File: src/rtl/load_arbiter_if.sv
// Requester and loader side bundle of the load arbiter; slave is the arbiter view,
// master is the view of whatever drives requests and the loader.
interface load_arbiter_if #(
  parameter int NUM_REQ    = 3,
  parameter int TILE_WIDTH = 256,
  parameter int IDX_WIDTH  = 16
);
  logic [NUM_REQ-1:0]         req_valid;
  logic [NUM_REQ-1:0]         req_ready;
  logic [NUM_REQ*24-1:0]      req_addr;
  logic [NUM_REQ*20-1:0]      req_len;
  logic [NUM_REQ-1:0]         resp_tile_valid;
  logic [TILE_WIDTH-1:0]      resp_tile_data;
  logic [IDX_WIDTH-1:0]       resp_tile_idx;
  logic [NUM_REQ-1:0]         resp_done;
  logic                       resp_err;
  logic                       ld_valid_in;
  logic [23:0]                ld_dram_addr;
  logic [19:0]                ld_length;
  logic [TILE_WIDTH-1:0]      ld_data_out;
  logic                       ld_tile_out;
  logic                       ld_valid_out;
  logic                       busy;
  logic [$clog2(NUM_REQ)-1:0] owner;

  modport slave (
    input  req_valid, req_addr, req_len, ld_data_out, ld_tile_out, ld_valid_out,
    output req_ready, resp_tile_valid, resp_tile_data, resp_tile_idx, resp_done, resp_err,
           ld_valid_in, ld_dram_addr, ld_length, busy, owner
  );

  modport master (
    output req_valid, req_addr, req_len, ld_data_out, ld_tile_out, ld_valid_out,
    input  req_ready, resp_tile_valid, resp_tile_data, resp_tile_idx, resp_done, resp_err,
           ld_valid_in, ld_dram_addr, ld_length, busy, owner
  );
endinterface

File: src/rtl/load_arbiter.sv
// Round-robin sharing of one tile loader between NUM_REQ requesters; tiles forwarded one cycle
// after the loader strobe, done one cycle after loader completion; new requests wait while busy.
module load_arbiter #(
  parameter int NUM_REQ    = 3,
  parameter int TILE_WIDTH = 256,
  parameter int DATA_WIDTH = 8,
  parameter int IDX_WIDTH  = 16
) (
  input logic           clk,
  input logic           rst,
  load_arbiter_if.slave bus
);
  localparam int OW = $clog2(NUM_REQ);
  localparam logic [1:0] S_IDLE  = 2'd0;
  localparam logic [1:0] S_ISSUE = 2'd1;
  localparam logic [1:0] S_BUSY  = 2'd2;
  localparam logic [1:0] S_DONE  = 2'd3;
  localparam logic [IDX_WIDTH-1:0] CNT_MAX = '1;

  logic [1:0]            state_q, state_d;
  logic [OW-1:0]         last_q, last_d;
  logic [OW-1:0]         owner_q, owner_d;
  logic [23:0]           addr_q, addr_d;
  logic [19:0]           len_q, len_d;
  logic [IDX_WIDTH-1:0]  cnt_q, cnt_d;
  logic [27:0]           exp_q, exp_d;
  logic [NUM_REQ-1:0]    tile_vld_q, tile_vld_d;
  logic [TILE_WIDTH-1:0] tile_dat_q, tile_dat_d;
  logic [IDX_WIDTH-1:0]  tile_idx_q, tile_idx_d;

  logic [2*NUM_REQ-1:0]  req_dbl;
  logic [NUM_REQ-1:0]    req_rot;
  logic                  found;
  logic [OW-1:0]         win;
  logic [NUM_REQ-1:0]    req_ready;

  // Rotate so that bit 0 is the requester just after the last grant.
  always_comb begin
    req_dbl = {bus.req_valid, bus.req_valid} >> ({1'b0, last_q} + 1'b1);
    req_rot = req_dbl[NUM_REQ-1:0];
    found   = 1'b0;
    win     = '0;
    for (int i = 0; i < NUM_REQ; i++) begin
      if (!found && req_rot[i]) begin
        found = 1'b1;
        win   = OW'((int'(last_q) + 1 + i) % NUM_REQ);
      end
    end
  end

  always_comb begin
    state_d    = state_q;
    last_d     = last_q;
    owner_d    = owner_q;
    addr_d     = addr_q;
    len_d      = len_q;
    cnt_d      = cnt_q;
    exp_d      = exp_q;
    tile_vld_d = '0;
    tile_dat_d = tile_dat_q;
    tile_idx_d = tile_idx_q;
    req_ready  = '0;
    case (state_q)
      S_IDLE: begin
        if (found) begin
          req_ready = NUM_REQ'(1) << win;
          owner_d   = win;
          last_d    = win;
          addr_d    = bus.req_addr[win*24 +: 24];
          len_d     = bus.req_len[win*20 +: 20];
          state_d   = (bus.req_len[win*20 +: 20] == '0) ? S_DONE : S_ISSUE;
        end
      end
      S_ISSUE: begin
        state_d = S_BUSY;
        cnt_d   = '0;
        exp_d   = ({8'd0, len_q} * 28'(DATA_WIDTH) + 28'(TILE_WIDTH - 1)) / 28'(TILE_WIDTH);
      end
      S_BUSY: begin
        if (bus.ld_tile_out) begin
          tile_vld_d = NUM_REQ'(1) << owner_q;
          tile_dat_d = bus.ld_data_out;
          tile_idx_d = cnt_q;
          if (cnt_q != CNT_MAX) cnt_d = cnt_q + 1'b1;
        end
        // Completion is sticky from the previous job, so it only counts here.
        if (bus.ld_valid_out) state_d = S_DONE;
      end
      default: state_d = S_IDLE;
    endcase
  end

  always_ff @(posedge clk) begin
    if (rst) begin
      state_q    <= S_IDLE;
      last_q     <= OW'(NUM_REQ - 1);
      owner_q    <= '0;
      addr_q     <= '0;
      len_q      <= '0;
      cnt_q      <= '0;
      exp_q      <= '0;
      tile_vld_q <= '0;
      tile_dat_q <= '0;
      tile_idx_q <= '0;
    end else begin
      state_q    <= state_d;
      last_q     <= last_d;
      owner_q    <= owner_d;
      addr_q     <= addr_d;
      len_q      <= len_d;
      cnt_q      <= cnt_d;
      exp_q      <= exp_d;
      tile_vld_q <= tile_vld_d;
      tile_dat_q <= tile_dat_d;
      tile_idx_q <= tile_idx_d;
    end
  end

  assign bus.req_ready       = req_ready;
  assign bus.resp_tile_valid = tile_vld_q;
  assign bus.resp_tile_data  = tile_dat_q;
  assign bus.resp_tile_idx   = tile_idx_q;
  assign bus.resp_done       = (state_q == S_DONE) ? (NUM_REQ'(1) << owner_q) : '0;
  assign bus.resp_err        = (state_q == S_DONE) && (len_q != '0) && (28'(cnt_q) != exp_q);
  assign bus.ld_valid_in     = (state_q == S_ISSUE);
  assign bus.ld_dram_addr    = addr_q;
  assign bus.ld_length       = len_q;
  assign bus.busy            = (state_q != S_IDLE);
  assign bus.owner           = owner_q;
endmodule

File: src/flat_wrapper.sv
// flat-port wrapper written by rule: the top's interface ports become plain ports
module load_arbiter_flat 
#(
  parameter int NUM_REQ    = 3,
  parameter int TILE_WIDTH = 256,
  parameter int DATA_WIDTH = 8,
  parameter int IDX_WIDTH  = 16
)
  (clk, rst, bus_req_valid, bus_req_addr, bus_req_len, bus_ld_data_out, bus_ld_tile_out, bus_ld_valid_out, bus_req_ready, bus_resp_tile_valid, bus_resp_tile_data, bus_resp_tile_idx, bus_resp_done, bus_resp_err, bus_ld_valid_in, bus_ld_dram_addr, bus_ld_length, bus_busy, bus_owner);
  load_arbiter_if #(.NUM_REQ(NUM_REQ), .TILE_WIDTH(TILE_WIDTH), .IDX_WIDTH(IDX_WIDTH)) bus_i ();
  input logic clk;
  input logic rst;
  input wire logic [$bits(bus_i.req_valid)-1:0] bus_req_valid;
  input wire logic [$bits(bus_i.req_addr)-1:0] bus_req_addr;
  input wire logic [$bits(bus_i.req_len)-1:0] bus_req_len;
  input wire logic [$bits(bus_i.ld_data_out)-1:0] bus_ld_data_out;
  input wire logic [$bits(bus_i.ld_tile_out)-1:0] bus_ld_tile_out;
  input wire logic [$bits(bus_i.ld_valid_out)-1:0] bus_ld_valid_out;
  output wire logic [$bits(bus_i.req_ready)-1:0] bus_req_ready;
  output wire logic [$bits(bus_i.resp_tile_valid)-1:0] bus_resp_tile_valid;
  output wire logic [$bits(bus_i.resp_tile_data)-1:0] bus_resp_tile_data;
  output wire logic [$bits(bus_i.resp_tile_idx)-1:0] bus_resp_tile_idx;
  output wire logic [$bits(bus_i.resp_done)-1:0] bus_resp_done;
  output wire logic [$bits(bus_i.resp_err)-1:0] bus_resp_err;
  output wire logic [$bits(bus_i.ld_valid_in)-1:0] bus_ld_valid_in;
  output wire logic [$bits(bus_i.ld_dram_addr)-1:0] bus_ld_dram_addr;
  output wire logic [$bits(bus_i.ld_length)-1:0] bus_ld_length;
  output wire logic [$bits(bus_i.busy)-1:0] bus_busy;
  output wire logic [$bits(bus_i.owner)-1:0] bus_owner;
  assign bus_i.req_valid = bus_req_valid;
  assign bus_i.req_addr = bus_req_addr;
  assign bus_i.req_len = bus_req_len;
  assign bus_i.ld_data_out = bus_ld_data_out;
  assign bus_i.ld_tile_out = bus_ld_tile_out;
  assign bus_i.ld_valid_out = bus_ld_valid_out;
  assign bus_req_ready = bus_i.req_ready;
  assign bus_resp_tile_valid = bus_i.resp_tile_valid;
  assign bus_resp_tile_data = bus_i.resp_tile_data;
  assign bus_resp_tile_idx = bus_i.resp_tile_idx;
  assign bus_resp_done = bus_i.resp_done;
  assign bus_resp_err = bus_i.resp_err;
  assign bus_ld_valid_in = bus_i.ld_valid_in;
  assign bus_ld_dram_addr = bus_i.ld_dram_addr;
  assign bus_ld_length = bus_i.ld_length;
  assign bus_busy = bus_i.busy;
  assign bus_owner = bus_i.owner;
  load_arbiter #(.NUM_REQ(NUM_REQ), .TILE_WIDTH(TILE_WIDTH), .DATA_WIDTH(DATA_WIDTH), .IDX_WIDTH(IDX_WIDTH)) u_core (.clk(clk), .rst(rst), .bus(bus_i));
endmodule
File: config.mk
export PLATFORM = sky130hd
export DESIGN_NAME = load_arbiter_flat
export DESIGN_NICKNAME = d
export VERILOG_FILES = /design/src/rtl/load_arbiter_if.sv /design/src/rtl/load_arbiter.sv /design/src/flat_wrapper.sv
export SDC_FILE = /design/constraint.sdc
export NUM_CORES = 1
export LEC_CHECK = 0
export ABC_AREA = 1
export BUFFER_PORTS_ARGS = -buffer_cell sky130_fd_sc_hd__buf_2
export CORE_AREA = 2 2 283 285
export DETAILED_ROUTE_END_ITERATION = 7
export DIE_AREA = 0 0 285 287
export GPL_ROUTABILITY_DRIVEN = 0
export SYNTH_ARGS = -nofsm -noshare
export SYNTH_HDL_FRONTEND = slang
export SYNTH_SLANG_ARGS = --single-unit
File: constraint.sdc
create_clock -name clk -period 2.25 [get_ports clk]
set_clock_uncertainty 0.15 [all_clocks]
set_input_delay 0.225 -clock clk [delete_from_list [all_inputs] [get_ports clk]]
set_output_delay 0.225 -clock clk [all_outputs]
set_load 0.03 [all_outputs]
==> out/qor.txt, run 1 <==
SYNTH
----------------------------------------------------------------------------------
Post-Synthesis Net Count                                                      2352
Post-synthesis register bit count                                              356
Netlist cell types                                                              40
Number of enable-type register cells in the synthesized netlist                  0
Synthesized area per cell                                                 7.35 µm²
Sequential fraction of the synthesis area                                    49.8%
Syn Inst Count                                                                1949
Mapped cell area                                                         14300 µm²
Most used flip-flop cell after synthesis                              sky130_fd_sc_hd__dfxtp_1
Number of warnings reported in the yosys synthesis log                           0
Async SR Flop Fraction                                                          0%

FLOORPLANNING
----------------------------------------------------------------------------------
Number of ports placed on the die boundary                                     725
Initial cell density of the core                                             18.2%
Die area                                                                 81800 µm²
Core footprint                                                           78600 µm²
Chip width                                                                  285 µm
Height of the chip                                                          287 µm
Number of placement rows                                                       103

PLACED DESIGN
----------------------------------------------------------------------------------
Total placed cells including tap cells                                        3685
HPWL after DPL                                                            47300 µm
Placed cell area                                                         19600 µm²
I/O Buffers                                                                    724

FLOW RUN
----------------------------------------------------------------------------------
Reported max-cap violation count                                                 0

CELLS AND AREA
----------------------------------------------------------------------------------
Final-stage net count                                                         3480
Area growth from synthesis to layout                                         77.8%
Most common library cell in the layout ignoring fill and taps         sky130_fd_sc_hd__buf_2
Cell area after layout                                                   25500 µm²
Share of final-layout standard cells stronger than drive strength 1          32.7%
Combined flip-flop and latch cell area                                    7150 µm²
Area of the multi-input gates                                             6500 µm²
Highest-count cells in the layout ignoring fill and taps              sky130_fd_sc_hd__buf_2, sky130_fd_sc_hd__nor2_1, sky130_fd_sc_hd__dlygate4sd3_1, sky130_fd_sc_hd__dfxtp_1, sky130_fd_sc_hd__o21ai_0
Filler cell count in the final layout                                         8160
Final cell count without fillers                                              4163

POWER AND IR DROP
----------------------------------------------------------------------------------
Worst supply voltage drop on vdd                                          0.876 mV
Final Total Pwr                                                            28.8 mW
Power density over cell area                                           1130 nW/µm²
Static power due to leakage                                                11.7 nW
Switching part of the total power                                            40.9%
Portion of total power attributed to combinational logic                     46.4%
Clock power frac                                                             24.5%
Total internal power                                                       17.0 mW
Flop pwr share                                                               29.1%
Sw power                                                                   11.8 mW

CRITICAL PATH
----------------------------------------------------------------------------------
Critical path launch point type                                           register
Critical path fanouts, max                                                       4
Origin of the worst setup path                                        u_core.last_q[0]$_SDFFE_PP0P_
Start-to-end type of the worst setup path                               reg -> out
Worst EP required                                                          1.88 ns
Worst reg2reg path startpoint                                         u_core.last_q[0]$_SDFFE_PP0P_
Endpoint arrival time on the critical path                                 2.21 ns
Element type at the critical path end                                   output pin

TIMING
----------------------------------------------------------------------------------
Max-Slew Margin vs Limit                                                     54.0%
PnR worst setup slack                                                    -0.331 ns
Actual transition at the worst max-transition pin                         0.690 ns
Setup repair after global routing missed its margin                           true
Setup-failing EPs final                                                         28
Final worst-path cycle share                                                  115%
Crit path time final                                                       2.58 ns
Number of hold-slack violations in the final timing report                       0
Achievable Freq                                                          0.387 GHz
Max Transition Viols Final                                                       0

GLOBAL ROUTING
----------------------------------------------------------------------------------
Maximum number of pins on one net before global-route repair                   134
Gr usage total                                                               15.3%
Antenna violations before repair                                                 7
Wire length of the first global-routing pass                              98600 µm
Global-route congestion overflow total                                           0
Met3 track utilization from global routing                                   4.40%
Grt met1 use                                                                 18.2%
Peak-usage layer in the global routing report                                 met2
Via count of the first global-routing pass                                   17200
Fraction of met2 tracks used by global routing                               25.6%

STATUS
----------------------------------------------------------------------------------
Status                                                                complete, but fails checks
Violations in the final reports                                       setup timing

CLOCKING
----------------------------------------------------------------------------------
Clock slew seen by the registers of the worst setup and hold paths         0.06 ns
Clock network latency to the later pin of the worst-skew pair              0.55 ns
Maximum clock insertion buffer count                                             3
CTS tree                                                                     built
Root buf cell                                                         sky130_fd_sc_hd__clkbuf_16
Inserted Clock Buffers                                                          43
H-tree lvl count                                                                 2
Sink count of the clock tree                                                   356

ROUTING
----------------------------------------------------------------------------------
Routed len/inst                                                            16.3 µm
Vias                                                                         17400
1st-iter DRT viols                                                             900
Number of vias per cell after detailed routing                                4.17
Number of optimization iterations in the first detailed-route pass               5
Detailed-route wire length                                                67900 µm
Post-DRT Antenna Nets                                                            0
DR DRC count                                                                     0

HOLD PATH
----------------------------------------------------------------------------------
Worst Min Path Start                                                  bus_ld_data_out[172]
Path category of the worst min-delay check                               in -> reg

## layer usage
| metal | routed length (µm) | share of wire (%) |
|---|---|---|
| met1 | 27200 | 40 |
| met2 | 31100 | 46 |
| met3 | 6010 | 8.9 |
| met4 | 3450 | 5.1 |
| met5 | 46 | 0.068 |
## through the flow
stage | setup TNS (ns) | utilization, % | worst slack (ns) | hold WS, ns
CTS | -2.59 | 31.8 | -0.399 | 0.00188
floorplan | 0 | - | 0.0172 | 0.242
finish | -2.59 | 32.4 | -0.331 | 0.0112
detailed placement | -3.16 | 24.9 | -0.141 | 0.314
global route | -6.30 | 32.4 | -0.476 | 0.0399
global placement | -1.15 | 24.9 | -0.0719 | 0.307
## what timing repair did
item	4_1_cts	5_1_grt
gates cloned	1	3
endpoints found under the setup margin	30	52
hold buffers	367	0
hold endpoints to repair	301	0
buffers inserted	12	16
pin swaps	22	34
resized for setup	52	72
## synthesized netlist by cell type (all sizes together), types with 9 or more instances
cell type    n  share of area [%]
a21oi       47                1.7
a41oi       22                1.3
buf         24                1.2
clkbuf     103                2.7
dfxtp      356                 50
inv        118                3.1
nand2      224                6.3
nand3       49                1.9
nand3b      16               0.84
nand4       12               0.63
nor2       591                 16
nor3        19               0.74
o211ai       9               0.47
o21ai      313                 11
xnor2       10               0.61
## final cells by class
| class | count | area share, % |
|---|---|---|
| Multi-Input combinational cell | 1347 | 25.5 |
| Clock buffer | 64 | 5.09 |
| Antenna cell | 4 | 0.0393 |
| Timing Repair Buffer | 1210 | 33.6 |
| Tap cell | 1050 | 5.16 |
| Sequential cell | 356 | 28.1 |
| Inverter | 119 | 1.87 |
| Clock inverter | 13 | 0.565 |
## worst max-delay path, cell delays in order (launching register included)
cell	delay, ns
sky130_fd_sc_hd__dfxtp_4	0.36
sky130_fd_sc_hd__buf_6	0.13
sky130_fd_sc_hd__nand2_2	0.07
sky130_fd_sc_hd__nand3_2	0.09
sky130_fd_sc_hd__nand2_2	0.12
sky130_fd_sc_hd__nand4_1	0.16
sky130_fd_sc_hd__nand2_4	0.15
sky130_fd_sc_hd__inv_8	0.04
sky130_fd_sc_hd__nor2_4	0.09
sky130_fd_sc_hd__inv_2	0.06
sky130_fd_sc_hd__buf_4	0.13
sky130_fd_sc_hd__nor2_4	0.11
sky130_fd_sc_hd__buf_6	0.15
## power groups by stage
stage               registers, mW  logic [mW]  clock network [mW]
finish                       8.40        13.4                7.05
global route                 8.54        14.4                7.53
CTS                          8.34        12.4                7.29
detailed placement           8.44        11.1                   0
global placement             8.40        11.1                   0
floorplan                    10.5        4.96                   0
## sequential cells by signal, indices dropped and copies added, names as in the netlist, 3 cells and up
name and flops:
u_core.exp_q 16, u_core.bus.resp_tile_idx 16, u_core.cnt_q 16, u_core.bus.resp_tile_valid 3
u_core.bus.resp_tile_data 256, u_core.bus.ld_length 20, u_core.bus.ld_dram_addr 24
## worst paths after layout
check | endpoint | slack, ns | depth (start not counted)
setup / recovery | bus_req_ready[1] | -0.33 | 12
hold / removal | u_core.bus.resp_tile_data[172]$_SDFFE_PP0P_ | 0.01 | 3
setup reg to reg | u_core.state_q[1]$_SDFFE_PP0P_ | -0.17 | 19
hold reg to reg | u_core.cnt_q[13]$_SDFFE_PP0P_ | 0.29 | 1
## logic make-up (layout without fill, tap and decap cells)
| logic type | after synthesis | count (layout) | share of synthesized area, % |
|---|---|---|---|
| AND/OR/NAND/NOR | 918 | 918 | 26.4 |
| AO/OA/AOI/OAI | 404 | 404 | 15.1 |
| flip-flops | 356 | 356 | 49.8 |
| buffers and inverters | 246 | 1406 | 7.06 |
| XOR/XNOR | 17 | 17 | 1.04 |
| adder cells (fa/ha/maj) | 8 | 8 | 0.699 |
| other | 0 | 4 | 0 |
No activity file was read; power rests on OpenSTA's default activity.
==> run 2: changes to the inputs <==
--- a/config.mk
+++ b/config.mk
@@ -5,11 +5,11 @@
 export SDC_FILE = /design/constraint.sdc
 export NUM_CORES = 1
 export LEC_CHECK = 0
-export ABC_AREA = 1
+export ABC_AREA = 0
 export BUFFER_PORTS_ARGS = -buffer_cell sky130_fd_sc_hd__buf_2
-export CORE_AREA = 2 2 283 285
+export CORE_AREA = 2 2 281 283
 export DETAILED_ROUTE_END_ITERATION = 7
-export DIE_AREA = 0 0 285 287
+export DIE_AREA = 0 0 283 285
 export GPL_ROUTABILITY_DRIVEN = 0
 export SYNTH_ARGS = -nofsm -noshare
 export SYNTH_HDL_FRONTEND = slang
==> run 2 against run 1 <==
Effect of this change:
- the flow still finishes with violations (setup timing)
- fmax is 10% lower
- synthesized cell count is 7.9% lower
- count of clock-buffer cells in the layout is 5 lower
- critical endpoint is now bus_req_ready[2]
- largest power group unchanged
==> out/qor.txt, run 2 <==
TIMING
----------------------------------------------------------------------------------
Setup-failing EPs final                                                         50
Post-route setup TNS                                                     -12.58 ns
Max Transition Viols Final                                                       0
Setup repair after global routing missed its margin                           true
Number of hold-slack violations in the final timing report                       0
Worst hold slack after final layout                                      0.0714 ns
Final worst-path cycle share                                                  127%
PnR worst setup slack                                                    -0.618 ns
Max-Slew Margin vs Limit                                                     51.0%
Achievable Freq                                                          0.349 GHz
Actual transition at the worst max-transition pin                         0.735 ns
Crit path time final                                                       2.87 ns

SYNTH
----------------------------------------------------------------------------------
Number of warnings reported in the yosys synthesis log                           0
Mapped cell area                                                         14000 µm²
Netlist cell types                                                              57
Number of enable-type register cells in the synthesized netlist                  0
Area fraction of the dominant cell type after synthesis                      50.8%
Sequential fraction of the synthesis area                                    50.8%
Synth top cells by count                                              sky130_fd_sc_hd__nand2_1, sky130_fd_sc_hd__dfxtp_1, sky130_fd_sc_hd__a21oi_1
Leading cell types by total area after synthesis                      sky130_fd_sc_hd__dfxtp_1, sky130_fd_sc_hd__nand2_1, sky130_fd_sc_hd__a21oi_1
Post-synthesis register bit count                                              356
Most frequent cell after synthesis                                    sky130_fd_sc_hd__nand2_1
Async SR Flop Fraction                                                          0%
Post-Synthesis Net Count                                                      2198
Syn Inst Count                                                                1795
Most used flip-flop cell after synthesis                              sky130_fd_sc_hd__dfxtp_1
Synthesized area per cell                                                 7.82 µm²
Leading area contributor after synthesis                              sky130_fd_sc_hd__dfxtp_1

CLOCKING
----------------------------------------------------------------------------------
H-tree lvl count                                                                 2
Clock slew seen by the registers of the worst setup and hold paths         0.06 ns
Inserted Clock Buffers                                                          42
Maximum clock insertion buffer count                                             3
Root buf cell                                                         sky130_fd_sc_hd__clkbuf_16
Clock network latency to the later pin of the worst-skew pair              0.56 ns
CTS tree                                                                     built
Sink count of the clock tree                                                   356

GLOBAL ROUTING
----------------------------------------------------------------------------------
Via count of the first global-routing pass                                   17200
Antenna violations before repair                                                 4
Wire length of the first global-routing pass                              99300 µm
Gr usage total                                                               15.5%
Maximum number of pins on one net before global-route repair                   141
Global-route congestion overflow total                                           0

FLOORPLANNING
----------------------------------------------------------------------------------
Initial cell density of the core                                             18.0%
Height of the chip                                                          285 µm
Core footprint                                                           78000 µm²
Number of ports placed on the die boundary                                     725
Chip width                                                                  283 µm
Die area                                                                 80700 µm²
Number of placement rows                                                       103

CRITICAL PATH
----------------------------------------------------------------------------------
Reg-to-reg critical path endpoint                                     u_core.state_q[1]$_SDFFE_PP0P_
Element type at the critical path end                                   output pin
Critical path launch point type                                           register
Reg2reg setup slack                                                       -0.59 ns
Depth of the worst register-to-register path                                    12
Start-to-end type of the worst setup path                               reg -> out
Worst EP required                                                          1.88 ns
Endpoint arrival time on the critical path                                 2.49 ns
Critical path fanouts, max                                                       6
Worst reg2reg path startpoint                                         u_core.last_q[0]$_SDFFE_PP0P_

HOLD PATH
----------------------------------------------------------------------------------
Hold path depth                                                                  6
Worst Min Path Start                                                  bus_req_len[15]
Path category of the worst min-delay check                               in -> reg
Endpoint of the worst hold path                                       u_core.bus.ld_length[15]$_SDFFE_PP0P_

PLACED DESIGN
----------------------------------------------------------------------------------
Total placed cells including tap cells                                        3542
HPWL after DPL                                                            45500 µm
Placed cell area                                                         19600 µm²
Worst setup slack before clock tree synthesis                            -0.440 ns
I/O Buffers                                                                    724

CELLS AND AREA
----------------------------------------------------------------------------------
Final cell count without fillers                                              4022
Most common library cell in the layout ignoring fill and taps         sky130_fd_sc_hd__buf_2
Number of flip-flops under the largest register name                           256
Cell area after layout                                                   26000 µm²
Final cell utilization of the core                                           33.3%
Area growth from synthesis to layout                                         85.2%
Final-stage net count                                                         3342
Highest-count cells in the layout ignoring fill and taps              sky130_fd_sc_hd__buf_2, sky130_fd_sc_hd__nand2_1, sky130_fd_sc_hd__dlygate4sd3_1, sky130_fd_sc_hd__dfxtp_1, sky130_fd_sc_hd__a21oi_1
Share of final-layout standard cells stronger than drive strength 1          37.4%

ROUTING
----------------------------------------------------------------------------------
Post-DRT Antenna Nets                                                            0
Number of vias per cell after detailed routing                                4.31
Vias                                                                         17300
Number of optimization iterations in the first detailed-route pass               5
DR DRC count                                                                     0
Routed len/inst                                                            16.9 µm
Detailed-route wire length                                                67900 µm
1st-iter DRT viols                                                             887

FLOW RUN
----------------------------------------------------------------------------------
Reported max-cap violation count                                                 0

POWER AND IR DROP
----------------------------------------------------------------------------------
Final Total Pwr                                                            30.9 mW
Static power due to leakage                                                11.2 nW
Worst supply voltage drop on vdd                                          0.851 mV
Power density over cell area                                           1190 nW/µm²

STATUS
----------------------------------------------------------------------------------
Violations in the final reports                                       setup timing
Status                                                                complete, but fails checks

## run 2: cell count changes after synthesis, moves of 15 or more
| cell | before | now |
|---|---|---|
| sky130_fd_sc_hd__a21oi_1 | 46 | 306 |
| sky130_fd_sc_hd__o21ai_0 | 313 | 10 |
| sky130_fd_sc_hd__nand2_1 | 213 | 628 |
| sky130_fd_sc_hd__nor2_1 | 584 | 97 |
| sky130_fd_sc_hd__a221oi_1 | 0 | 28 |
| sky130_fd_sc_hd__clkbuf_1 | 103 | 118 |
| sky130_fd_sc_hd__a41oi_1 | 22 | 1 |
| sky130_fd_sc_hd__inv_1 | 112 | 13 |
| sky130_fd_sc_hd__a211oi_1 | 3 | 25 |
| sky130_fd_sc_hd__nand3b_1 | 16 | 1 |
| sky130_fd_sc_hd__nand3_1 | 45 | 15 |
| sky130_fd_sc_hd__xnor2_1 | 10 | 28 |
## run 2: area by class of cell
cell class              count  area [µm²]
fillers                  7877       52000
inverters                  14        57.6
repair buffers           1236        8910
well taps                1050        1310
clock buffers              59        1220
flip-flops and latches    356        7140
clock inverters            17         171
multi-input cells        1289        7170
diodes                      1        2.50
## run 2: critical path: stages, from the launching register on
cell and delay, ns:
sky130_fd_sc_hd__dfxtp_4 0.36, sky130_fd_sc_hd__buf_4 0.13, sky130_fd_sc_hd__nor3b_2 0.20, sky130_fd_sc_hd__o21a_1 0.22, sky130_fd_sc_hd__o21ai_4 0.10, sky130_fd_sc_hd__buf_4 0.19, sky130_fd_sc_hd__and2_4 0.17, sky130_fd_sc_hd__buf_6 0.13
sky130_fd_sc_hd__nor3_4 0.17, sky130_fd_sc_hd__buf_12 0.13, sky130_fd_sc_hd__buf_8 0.12
## run 2: cell families after synthesis
group / synth area share, %
buf+inv: 4.33
fa+ha+maj: 0.713
simple gates: 23.6
xor+xnor: 2.81
mux: 1.27
compound gates: 16.5
flops: 50.8
## run 2: where the power goes
part | total (mW) | internal, mW | switching, mW
registers | 8.13 | 7.33 | 0.799
logic | 15.8 | 6.97 | 8.85
clock network | 6.93 | 4.05 | 2.88
total | 30.9 | 18.4 | 12.5
## run 2: worst max-delay path by stage
stage / start / to / cells past startpoint
CTS: u_core.last_q[0]$_SDFFE_PP0P_ / bus_req_ready[2] / 10
detailed placement: u_core.last_q[0]$_SDFFE_PP0P_ / u_core.state_q[1]$_SDFFE_PP0P_ / 8
floorplan: u_core.last_q[0]$_SDFFE_PP0P_ / u_core.state_q[1]$_SDFFE_PP0P_ / 11
global route: u_core.last_q[0]$_SDFFE_PP0P_ / bus_req_ready[2] / 10
finish: u_core.last_q[0]$_SDFFE_PP0P_ / bus_req_ready[2] / 10
global placement: u_core.last_q[0]$_SDFFE_PP0P_ / u_core.state_q[1]$_SDFFE_PP0P_ / 9
## run 2: metal layers
| metal | routed length, µm | vias up | part of all wire (%) | global-route usage [%] |
|---|---|---|---|---|
| li1 | - | 8287 | - | - |
| met1 | 26700 | 8000 | 39 | 18.0 |
| met2 | 32400 | 834 | 48 | 26.1 |
| met3 | 5720 | 197 | 8.4 | 4.77 |
| met4 | 3100 | 6 | 4.6 | 7.02 |
| met5 | 35 | - | 0.052 | 0 |
## run 2: timing repair
item                                    CTS  global route
hold endpoints to repair                306             0
setup buffers                            25            19
cloned                                    5             5
hold buffers                            355             0
endpoints found under the setup margin   54            84
resized for setup                       132           101
pin swaps                                34            44
==> run 3: changes to the inputs <==
--- a/config.mk
+++ b/config.mk
@@ -7,9 +7,9 @@
 export LEC_CHECK = 0
 export ABC_AREA = 0
 export BUFFER_PORTS_ARGS = -buffer_cell sky130_fd_sc_hd__buf_2
-export CORE_AREA = 2 2 281 283
+export CORE_AREA = 2 2 283 285
 export DETAILED_ROUTE_END_ITERATION = 7
-export DIE_AREA = 0 0 283 285
+export DIE_AREA = 0 0 285 287
 export GPL_ROUTABILITY_DRIVEN = 0
 export SYNTH_ARGS = -nofsm -noshare
 export SYNTH_HDL_FRONTEND = slang
==> run 3 against run 2 <==
Effect of this change:
- the flow still finishes with violations (setup timing)
- power down 3.0%
- global-route usage is 0.48 points lower
- via count down 0.55%
- critical path depth unchanged
- setup slack better by 0.087 ns
- core utilization decreased by 0.58 points
- critical endpoint unchanged
- non-clock buffer count decreased by 24
- sequential share of layout area up 0.26 points
==> out/qor.txt, run 3 (synthesis gave the netlist of run 2 again) <==
CELLS AND AREA
----------------------------------------------------------------------------------
Final cell utilization of the core                                           32.8%
Number of flip-flops under the largest register name                           256
Most common library cell in the layout ignoring fill and taps         sky130_fd_sc_hd__buf_2
Share of final-layout standard cells stronger than drive strength 1          35.9%
Highest-count cells in the layout ignoring fill and taps              sky130_fd_sc_hd__buf_2, sky130_fd_sc_hd__nand2_1, sky130_fd_sc_hd__dfxtp_1, sky130_fd_sc_hd__dlygate4sd3_1, sky130_fd_sc_hd__a21oi_1
Filler cell count in the final layout                                         8025
Area growth from synthesis to layout                                         83.5%
Final-stage net count                                                         3319

GLOBAL ROUTING
----------------------------------------------------------------------------------
Gr usage total                                                               15.0%
Antenna violations before repair                                                 9
Maximum number of pins on one net before global-route repair                   108
Via count of the first global-routing pass                                   16900
Global-route congestion overflow total                                           0
Wire length of the first global-routing pass                              96900 µm

TIMING
----------------------------------------------------------------------------------
Post-route setup TNS                                                     -12.68 ns
Max-Slew Margin vs Limit                                                     60.4%
Actual transition at the worst max-transition pin                         0.595 ns
Setup-failing EPs final                                                         48
Number of hold-slack violations in the final timing report                       0
Achievable Freq                                                          0.360 GHz
Crit path time final                                                       2.78 ns
PnR worst setup slack                                                    -0.531 ns
Final worst-path cycle share                                                  124%
Setup repair after global routing missed its margin                           true
Max Transition Viols Final                                                       0

FLOW RUN
----------------------------------------------------------------------------------
Reported max-cap violation count                                                 0

HOLD PATH
----------------------------------------------------------------------------------
Path category of the worst min-delay check                               in -> reg

CLOCKING
----------------------------------------------------------------------------------
Maximum clock insertion buffer count                                             3
Clock network latency to the later pin of the worst-skew pair              0.56 ns
H-tree lvl count                                                                 2
Inserted Clock Buffers                                                          43
CTS tree                                                                     built
Root buf cell                                                         sky130_fd_sc_hd__clkbuf_16
Sink count of the clock tree                                                   356
Clock slew seen by the registers of the worst setup and hold paths         0.06 ns

CRITICAL PATH
----------------------------------------------------------------------------------
Critical path fanouts, max                                                       6
Endpoint arrival time on the critical path                                 2.41 ns
Critical path launch point type                                           register
Start-to-end type of the worst setup path                               reg -> out
Worst EP required                                                          1.88 ns
Element type at the critical path end                                   output pin

POWER AND IR DROP
----------------------------------------------------------------------------------
Power density over cell area                                           1160 nW/µm²
Portion of total power attributed to combinational logic                     48.6%
Switching part of the total power                                            39.7%
Final Total Pwr                                                            30.0 mW
Flop pwr share                                                               27.1%
Sw power                                                                   11.9 mW
Worst supply voltage drop on vdd                                          0.807 mV
Static power due to leakage                                                11.1 nW
Clock power frac                                                             24.2%
Total internal power                                                       18.1 mW

FLOORPLANNING
----------------------------------------------------------------------------------
Number of ports placed on the die boundary                                     725
Die area                                                                 81800 µm²
Initial cell density of the core                                             17.9%
Core footprint                                                           78600 µm²
Number of placement rows                                                       103
Chip width                                                                  285 µm
Height of the chip                                                          287 µm

ROUTING
----------------------------------------------------------------------------------
Number of optimization iterations in the first detailed-route pass               5
Detailed-route wire length                                                66800 µm
Post-DRT Antenna Nets                                                            0
DR DRC count                                                                     0
Number of vias per cell after detailed routing                                4.30
Routed len/inst                                                            16.7 µm
Vias                                                                         17200
1st-iter DRT viols                                                             924

PLACED DESIGN
----------------------------------------------------------------------------------
HPWL after DPL                                                            45200 µm
I/O Buffers                                                                    724

STATUS
----------------------------------------------------------------------------------
Violations in the final reports                                       setup timing
Status                                                                complete, but fails checks

-- run 3: metrics by stage --
stage          hold slack, ns  instances  setup WS, ns  area [µm²]
6_report               0.0427       4003        -0.531       25700
3_5_place_dp            0.293       3543        -0.406       19600
4_1_cts                0.0184       3993        -0.525       25300
2_1_floorplan           0.211       1795        -0.212       14200
3_3_place_gp            0.289       3543        -0.428       19600
5_1_grt                0.0345       3999        -0.642       25700
-- run 3: path summary, 6_finish.rpt --
path / startpoint / endpoint / slack, ns / cells after the start
min: bus_req_len[1] / u_core.bus.ld_length[1]$_SDFFE_PP0P_ / 0.04 / 4
min reg2reg: u_core.bus.resp_tile_idx[13]$_SDFFE_PP0P_ / u_core.bus.resp_tile_idx[13]$_SDFFE_PP0P_ / 0.30 / 2
max reg2reg: u_core.last_q[0]$_SDFFE_PP0P_ / u_core.state_q[1]$_SDFFE_PP0P_ / -0.48 / 11
max: u_core.last_q[0]$_SDFFE_PP0P_ / bus_req_ready[2] / -0.53 / 10
-- run 3: repair_timing --
item,CTS,global route
setup buffers,20,8
hold buffers,349,0
gates cloned,5,0
setup endpoints to repair,53,80
pin swaps,33,33
endpoints found under the hold margin,325,0
gates resized for setup,111,72
-- run 3: final cells by class --
type	instances	area, µm²	share of cell area (%)
Tap cell	1050	1310	5.10
Antenna cell	5	12.5	0.0486
Sequential cell	356	7140	27.7
Multi-Input combinational cell	1289	7060	27.4
Clock buffer	62	1270	4.94
Inverter	14	57.6	0.224
Timing Repair Buffer	1212	8690	33.7
Clock inverter	15	201	0.782
-- run 3: worst max-delay path, stage by stage (launching register included) --
cell and delay [ns]:
sky130_fd_sc_hd__dfxtp_4 0.37, sky130_fd_sc_hd__buf_12 0.14, sky130_fd_sc_hd__mux2i_4 0.18, sky130_fd_sc_hd__mux2i_4 0.20
sky130_fd_sc_hd__a32oi_2 0.10, sky130_fd_sc_hd__buf_4 0.16, sky130_fd_sc_hd__and2_4 0.15, sky130_fd_sc_hd__buf_6 0.12
sky130_fd_sc_hd__nor3_4 0.17, sky130_fd_sc_hd__buf_12 0.14, sky130_fd_sc_hd__buf_8 0.11
-- run 3: routing by layer --
metal | wire [µm] | track usage (%) | share of wire (%) | vias up
met2 | 31200 | 25.2 | 47 | 815
li1 | - | - | - | 8243
met5 | 28 | 0 | 0.042 | -
met1 | 27100 | 17.9 | 41 | 7994
met4 | 3230 | 7.23 | 4.8 | 4
met3 | 5270 | 3.84 | 7.9 | 172
-- run 3: power groups by stage --
stage | sequential (mW) | clock [mW] | combinational, mW
4_1_cts | 8.08 | 7.47 | 13.2
6_report | 8.13 | 7.25 | 14.6
3_3_place_gp | 8.14 | 0 | 10.6
2_1_floorplan | 9.75 | 0 | 5.10
3_5_place_dp | 8.15 | 0 | 10.7
5_1_grt | 8.23 | 7.71 | 15.4
